**config.mk**
```make
export PLATFORM = sky130hd
export DESIGN_NAME = matmul_ctrl_param
export DESIGN_NICKNAME = d
export VERILOG_FILES = /design/src/rtl/matmul_pkg.sv /design/src/rtl/mm_wrap_counter.sv /design/src/rtl/matmul_ctrl_param.sv
export SDC_FILE = /design/constraint.sdc
export NUM_CORES = 1
export LEC_CHECK = 0
export ABC_AREA = 1
export CAP_MARGIN = 10
export CELL_PAD_IN_SITES_DETAIL_PLACEMENT = 0
export CELL_PAD_IN_SITES_GLOBAL_PLACEMENT = 1
export CORE_AREA = 3 3 62 64
export DETAILED_ROUTE_END_ITERATION = 6
export DIE_AREA = 0 0 65 67
export HOLD_SLACK_MARGIN = 0.05
export PLACE_DENSITY = 0.77
export SLEW_MARGIN = 20
export SYNTH_ARGS = -nofsm -noshare
export SYNTH_HDL_FRONTEND = slang
export SYNTH_SLANG_ARGS = --single-unit
```
**constraint.sdc**
```tcl
create_clock -name clk -period 1.5 [get_ports clk]
set_input_delay 0.225 -clock clk [delete_from_list [all_inputs] [get_ports clk]]
set_output_delay 0.225 -clock clk [all_outputs]
set_load 0.1 [all_outputs]
```
**src/rtl/matmul_pkg.sv**
```systemverilog
// matmul_pkg: shared state encoding and width helper for the matrix-vector controller
package matmul_pkg;
  typedef enum logic [2:0] {IDLE, LOAD_W, LOAD_X, MULT, DRAIN, SEND, WAIT_NEW} mm_state_t;
  function automatic int clog2_min1(input int n);
    return (n <= 2) ? 1 : $clog2(n);
  endfunction
endpackage

```
**src/rtl/mm_wrap_counter.sv**
```systemverilog
// mm_wrap_counter: modulo-MAX counter with sync clear and terminal-count flag
module mm_wrap_counter
  import matmul_pkg::*;
#(
  parameter int MAX = 8,
  localparam int W = clog2_min1(MAX)
) (
  input  logic         clk,
  input  logic         rst,
  input  logic         en,
  input  logic         clr,
  output logic [W-1:0] cnt,
  output logic         at_max
);
  assign at_max = cnt == W'(MAX - 1);
  always_ff @(posedge clk or negedge rst)
    if (!rst) cnt <= '0;
    else if (clr) cnt <= '0;
    else if (en) cnt <= at_max ? '0 : cnt + 1'b1;
endmodule

```
**src/rtl/matmul_ctrl_param.sv**
```systemverilog
// matmul_ctrl_param: weight-stationary y=W*x controller with MAC pipeline delay, row tagging and abort
module matmul_ctrl_param
  import matmul_pkg::*;
#(
  parameter int ROWS = 8,
  parameter int COLS = 8,
  parameter int ACC_DELAY = 1,
  localparam int XW = clog2_min1(COLS),
  localparam int WW = clog2_min1(ROWS * COLS),
  localparam int RW = clog2_min1(ROWS),
  localparam int DW = clog2_min1(ACC_DELAY)
) (
  input  logic          clk,
  input  logic          rst,
  input  logic          input_valid,
  input  logic          new_matrix,
  input  logic          soft_clear,
  input  logic          output_ready,
  output logic [XW-1:0] addr_x,
  output logic          wr_en_x,
  output logic [WW-1:0] addr_w,
  output logic          wr_en_w,
  output logic          clear_acc,
  output logic          en_acc,
  output logic          input_ready,
  output logic          output_valid,
  output logic [RW-1:0] out_row,
  output logic          out_last,
  output logic          busy
);
  mm_state_t state;
  logic [WW-1:0] w_cnt;
  logic [XW-1:0] col;
  logic [RW-1:0] row;
  logic [DW-1:0] d_cnt;
  logic w_max, c_max, r_max, d_max;
  logic in_w, in_x, accept, en_acc_q;
  logic [ACC_DELAY-1:0] en_sr, sr_next;

  // the first word of a new load is taken directly in WAIT_NEW, so it counts as a load beat
  assign in_w = input_valid & ~soft_clear & (state == LOAD_W || (state == WAIT_NEW && new_matrix));
  assign in_x = input_valid & ~soft_clear & (state == LOAD_X || (state == WAIT_NEW && !new_matrix));
  assign accept = state == SEND && output_ready;
  assign en_acc_q = state == MULT;

  assign wr_en_w = in_w;
  assign wr_en_x = in_x;
  assign addr_w = (state == LOAD_W || state == MULT) ? w_cnt : '0;
  assign addr_x = (state == LOAD_X || state == MULT) ? col : '0;
  assign input_ready = state == LOAD_W || state == LOAD_X || state == WAIT_NEW;
  assign clear_acc = state == IDLE || accept;
  assign output_valid = state == SEND;
  assign out_row = output_valid ? row : '0;
  assign out_last = output_valid & r_max;
  assign busy = state != WAIT_NEW;
  assign en_acc = en_sr[ACC_DELAY-1];

  mm_wrap_counter #(.MAX(ROWS * COLS)) u_w (
    .clk(clk), .rst(rst), .en(in_w | en_acc_q), .clr(soft_clear), .cnt(w_cnt), .at_max(w_max)
  );
  mm_wrap_counter #(.MAX(COLS)) u_col (
    .clk(clk), .rst(rst), .en(in_x | en_acc_q), .clr(soft_clear), .cnt(col), .at_max(c_max)
  );
  mm_wrap_counter #(.MAX(ROWS)) u_row (
    .clk(clk), .rst(rst), .en(accept), .clr(soft_clear), .cnt(row), .at_max(r_max)
  );
  mm_wrap_counter #(.MAX(ACC_DELAY)) u_drain (
    .clk(clk), .rst(rst), .en(state == DRAIN), .clr(soft_clear), .cnt(d_cnt), .at_max(d_max)
  );

  if (ACC_DELAY == 1) begin : g_sr1
    assign sr_next = en_acc_q;
  end else begin : g_srn
    assign sr_next = {en_sr[ACC_DELAY-2:0], en_acc_q};
  end

  always_ff @(posedge clk or negedge rst)
    if (!rst) en_sr <= '0;
    else if (soft_clear) en_sr <= '0;
    else en_sr <= sr_next;

  always_ff @(posedge clk or negedge rst)
    if (!rst) state <= IDLE;
    else if (soft_clear) state <= IDLE;
    else
      case (state)
        IDLE:     state <= LOAD_W;
        LOAD_W:   if (in_w && w_max) state <= LOAD_X;
        LOAD_X:   if (in_x && c_max) state <= MULT;
        MULT:     if (c_max) state <= DRAIN;
        DRAIN:    if (d_max && d_cnt == DW'(ACC_DELAY - 1)) state <= SEND;
        SEND:     if (accept) state <= r_max ? WAIT_NEW : MULT;
        WAIT_NEW:
          if (in_w) state <= w_max ? LOAD_X : LOAD_W;
          else if (in_x) state <= c_max ? MULT : LOAD_X;
        default:  state <= IDLE;
      endcase
endmodule

```
## Word level (Yosys, flattened, before mapping)

Index checks and enable logic that the tools add are counted.

- Add/sub/neg operators: 4
- Eq/ne operators: 16
- Multiplexer cells: 28
- Bitwise logic cells: 7
- Reductions and logical operators: 19

Operators with widths:

| operator | count |
|---|---|
| $mux W3 | 17 |
| $mux W6 | 4 |
| $pmux W3 S7 | 1 |
| $eq A3 B3 Y1 const B | 5 |
| $ne A3 B2 Y1 const B | 3 |
| $ne A3 B3 Y1 const B | 3 |
| $reduce_bool A2 Y1 | 4 |
| $logic_or A1 B1 Y1 | 7 |
| $add A3 B1 Y3 const B | 2 |
| $add A6 B1 Y6 const B | 1 |
| $eq A3 B2 Y1 const B | 2 |
| $eq A6 B6 Y1 const B | 1 |
| $reduce_and A6 Y1 | 1 |
| $logic_and A1 B1 Y1 | 5 |
| $mux W1 | 5 |
| $and A1 B1 Y1 | 4 |
| $ne A4 B4 Y1 const B | 1 |
| $eq A3 B1 Y1 const B | 1 |
| $logic_not A3 Y1 | 1 |
| $mux W2 | 1 |
| $or A1 B1 Y1 | 2 |
| $add A1 B1 Y1 const B | 1 |
| $logic_not A1 Y1 | 1 |
| $not A1 Y1 | 1 |

- Register bits: 17
- Input bits: 6
- Output and inout bits: 20
- Logic and storage cells: 80

## Longest topological paths before layout

- Depth after elaboration: 8
- Mapped depth: 11
- Gate-level depth less buffers: 10

## By module

A second synthesis with hierarchy kept.

- Cells, all modules: 195
- Area, all modules: 1197.4 sq um

By module, submodules not included:

| module | instances | cells an instance | area each (sq um) | sequential area each (sq um) |
|---|---|---|---|---|
| matmul_ctrl_param | 1 | 106 | 530.5 | 100.1 |
| mm_wrap_counter at u_w | 1 | 51 | 341.6 | 150.1 |
| mm_wrap_counter at u_col ... | 2 | 17 | 151.4 | 75.1 |
| mm_wrap_counter at u_drain | 1 | 4 | 22.5 | 0.0 |

## Least setup slack after synthesis

No wires, ideal clock.

- Path type: register -> output
- From: register state[1]
- To: output port out_row[0]
- Data arrival time: 2901 ps
- Data required time: 1275 ps
- Path slack: -1626 ps
- Stages on the path, launching flop included: 6
- Buffers on the path: 0
- Cells stage by stage: dfrtp_1 -> inv_2 -> nand2_1 -> nor2_2 -> inv_2 -> nor2_1

- Cells in the longest elaborated chain, start to end: 2

RTL lines:

| element | RTL line | RTL |
|---|---|---|
| from (decl) | matmul_ctrl_param.sv:31 | `mm_state_t state;` |
| from (signal assigned) | matmul_ctrl_param.sv:92 | `SEND: if (accept) state <= r_max ? WAIT_NEW : MULT;` |
| from (signal assigned) | matmul_ctrl_param.sv:94 | `if (in_w) state <= w_max ? LOAD_X : LOAD_W;` |
| from (signal assigned) | matmul_ctrl_param.sv:95 | `else if (in_x) state <= c_max ? MULT : LOAD_X;` |
| $eq A3 B3 Y1 | matmul_ctrl_param.sv:52 | `assign output_valid = state == SEND;` |
| via output_valid | matmul_ctrl_param.sv:26 | `output logic output_valid,` |
| $mux W3 | matmul_ctrl_param.sv:53 | `assign out_row = output_valid ? row : '0;` |
| to (decl) | matmul_ctrl_param.sv:27 | `output logic [RW-1:0] out_row,` |

The timed path passes the listed nets, and every way through them passes these cells.

## Worst setup path in the final report

- From: register state[1]
- To: output port out_last

- Cells in the longest elaborated chain, start to end: 2

RTL lines:

| element | RTL line | RTL |
|---|---|---|
| $eq A3 B3 Y1 | matmul_ctrl_param.sv:52 |  |
| $and A1 B1 Y1 | matmul_ctrl_param.sv:54 | `assign out_last = output_valid & r_max;` |
| to (decl) | matmul_ctrl_param.sv:28 | `output logic out_last,` |

No other way between the ends.

==> flow_summary.yaml <==
detailed_routing:
  wirelength_um: 3590
  postRouteAntennaNets: 0
  via_count: 1317
  wire_per_inst_um: 13.3
  route.detailed.drc: 0
  viasPerCell: 4.86
  drt_pass1_iterations: 4
  drt_iter0_markers: 43
grt:
  grt_pass1_vias: 1279
  grt_overflow: 0
  grt_first_pass_wirelength_um: 5680
  grt_antenna_before_repair: 0
  grtUsageTotal: 0.169
  grt_max_degree: 17
clocking:
  clk_latency_ps: 290
  clk_pin_slew_worst_paths_ps: 100
  cts_root_buf: "clkbuf_4"
  cts_buffers: 3
  tritoncts: "yes"
  htreeDepth: 1
  clock_path_buffers: 2
  cts_sinks: 16
sta:
  hold_viol: 0
  fin_ws_ps: -168
  worst_pin_slew_ps: 376
  period_share: 1.11
  setup_tns_ps: -1950
  finalCriticalPeriod_ps: 1670
  maxSlewViolCount: 0
  setup_viol: 20
  relSlewSlack: 0.749
  rsz0062_at_grt: "true"
  finClkSkew_ps: 1.11
  max_freq_mhz: 599
power_and_ir_drop:
  combinationalPowerShare: 0.704
  p_sw_uw: 1610
  p_seq_frac: 0.203
  power.internal_uw: 1550
  leakage_uw: 0.00100
  power_density_nw_per_um2: 1380
  power_uw: 3160
  max-vdd-ir-drop_mv: 0.750
  p_sw_frac: 0.510
  p_clk_frac: 0.093
cells_and_area:
  final_cell_mix: "32 x buf_4, 21 x buf_12, 20 x inv_1, 19 x nor2_4, 17 x nand2_1"
  antennaDiodeCount: 0
  nets: 237
  drive_gt1_frac: 0.547
  stdcell_count: 271
  area_growth_pct: 93.7
  layout_commonest_cell: "buf_4"
logic_synthesis:
  syn_nets: 174
  netlist_area_um2: 1180
  ys_warn_count: 0
  yosysSeqAreaShare: 0.340
  synth_seq_cells: 16
  ys_types: 25
  syn_avg_cell_area_um2: 7.22
  postSynthCellCount: 163
floorplan:
  core_um2: 3340
  num_io_pins: 26
  die_area_um2: 4360
  start_util: 0.353
  fp.dieW_um: 65
  rows: 21
  die_y_um: 67
placement:
  routabilityCongestion: 0.843
  dp_cells: 245
  dpl.hpwl_um: 2490
  io_buffer_count: 25
worst_setup_path:
  critical_path_arrival_ps: 1440
  critPathCaptureType: "output pin"
  critPathKind: "flip-flop to output pin"
  worstPathRequired_ps: 1270
  crit_fanout: 4
  worst_r2r_startpoint: "state[1]$_DFFE_PN0P_"
  start_kind: "flip-flop"
  critPathLaunch: "state[1]$_DFFE_PN0P_"
job:
  drv_cap: 0
run_status:
  status: "finished, violations left"
  violations: "negative setup slack"
hold_path:
  hold_path_class: "input pin to asynchronous set/reset pin"
==> worst max-delay path, stage by stage (launching register included) <==
cell     delay (ps)
dfrtp_1         400
inv_2           120
nand2_4          70
nor2_4          170
inv_4            80
nor2_4          120
buf_12          180
==> worst paths after layout <==
kind,to,slack (ps),cells past startpoint
max,out_last,-170,6
min,u_w.cnt[5]$_DFFE_PN0P_,240,2
max reg2reg,state[2]$_DFFE_PN0P_,-10,9
min reg2reg,u_w.cnt[5]$_DFFE_PN0P_,620,2
max in group asynchronous,state[2]$_DFFE_PN0P_,1050,2
min in group clk,u_w.cnt[5]$_DFFE_PN0P_,620,2
==> logic make-up (layout without fill, tap and decap cells) <==
family | Yosys count | in the layout | share of synthesized area
simple gates | 84 | 85 | 0.353
fa+ha+maj | 5 | 5 | 0.0531
flops | 16 | 16 | 0.340
buf+inv | 34 | 95 | 0.134
compound gates | 23 | 23 | 0.113
xor+xnor | 1 | 1 | 0.00744
==> cells in the mapped netlist <==
cell,n,area share
nand2_1,26,0.083
inv_1,25,0.080
nor2_1,21,0.067
dfrtp_1,16,0.34
nand3_1,16,0.068
o21ai_0,10,0.043
a21oi_1,5,0.021
ha_1,5,0.053
nand2_2,5,0.027
nand4_1,5,0.027
nor2_2,5,0.027
buf_6,3,0.029
inv_2,3,0.0096
nand3_2,3,0.026
o21ai_1,3,0.013
nor2_4,2,0.019
o21bai_1,2,0.013
buf_2,1,0.0042
buf_4,1,0.0064
inv_4,1,0.0053
nand4_2,1,0.011
o211ai_1,1,0.0064
o22ai_2,1,0.011
o31ai_1,1,0.0064
xor2_1,1,0.0074
==> per-layer routing <==
| metal | vias up | wire length [um] | GRT usage |
|---|---|---|---|
| li1 | 647 | - | - |
| met4 | 0 | 133 | 0.0818 |
| met5 | - | 0 | 0 |
| met3 | 14 | 122 | 0.0202 |
| met2 | 32 | 1790 | 0.281 |
| met1 | 624 | 1550 | 0.216 |
==> repair_timing <==
| action | 4_1_cts | 5_1_grt |
|---|---|---|
| gates cloned | 1 | 0 |
| buffers inserted | 10 | 11 |
| hold endpoints to repair | 0 | 0 |
| pin swaps | 11 | 17 |
| setup endpoints to repair | 21 | 31 |
| hold buffers | 0 | 0 |
| resized for setup | 22 | 39 |
==> registers in the layout, summed over array words and instances (netlist names) <==
register,cells
u_row.cnt,3
u_col.cnt,3
en_acc,1
u_w.cnt,6
state,3
==> stage by stage <==
stage	worst slack (ps)	util	hold WS, ps	cell area [um2]
finish	-168	0.684	245	2280
global route	-247	0.684	247	2280
CTS	-153	0.609	243	2030
detailed placement	-168	0.551	567	1840
global placement	-103	0.551	563	1840
floorplan	-683	-	-70.6	1260
==> area by class of cell <==
cell class                      count  area [um2]
Clock buffer                        4        36.3
Fill cell                         257        1060
Inverter                           29         124
Multi-Input combinational cell    114         906
Sequential cell                    16         403
Tap cell                           46        57.6
Timing Repair Buffer               62         754
==> power groups by stage <==
stage | sequential [uW] | clock [uW] | combinational, uW
floorplan | 618 | 0 | 1170
global placement | 629 | 0 | 1700
detailed placement | 635 | 0 | 1720
CTS | 632 | 305 | 1940
global route | 655 | 319 | 2350
finish | 642 | 294 | 2220
No activity file was read; power rests on OpenSTA's default activity.
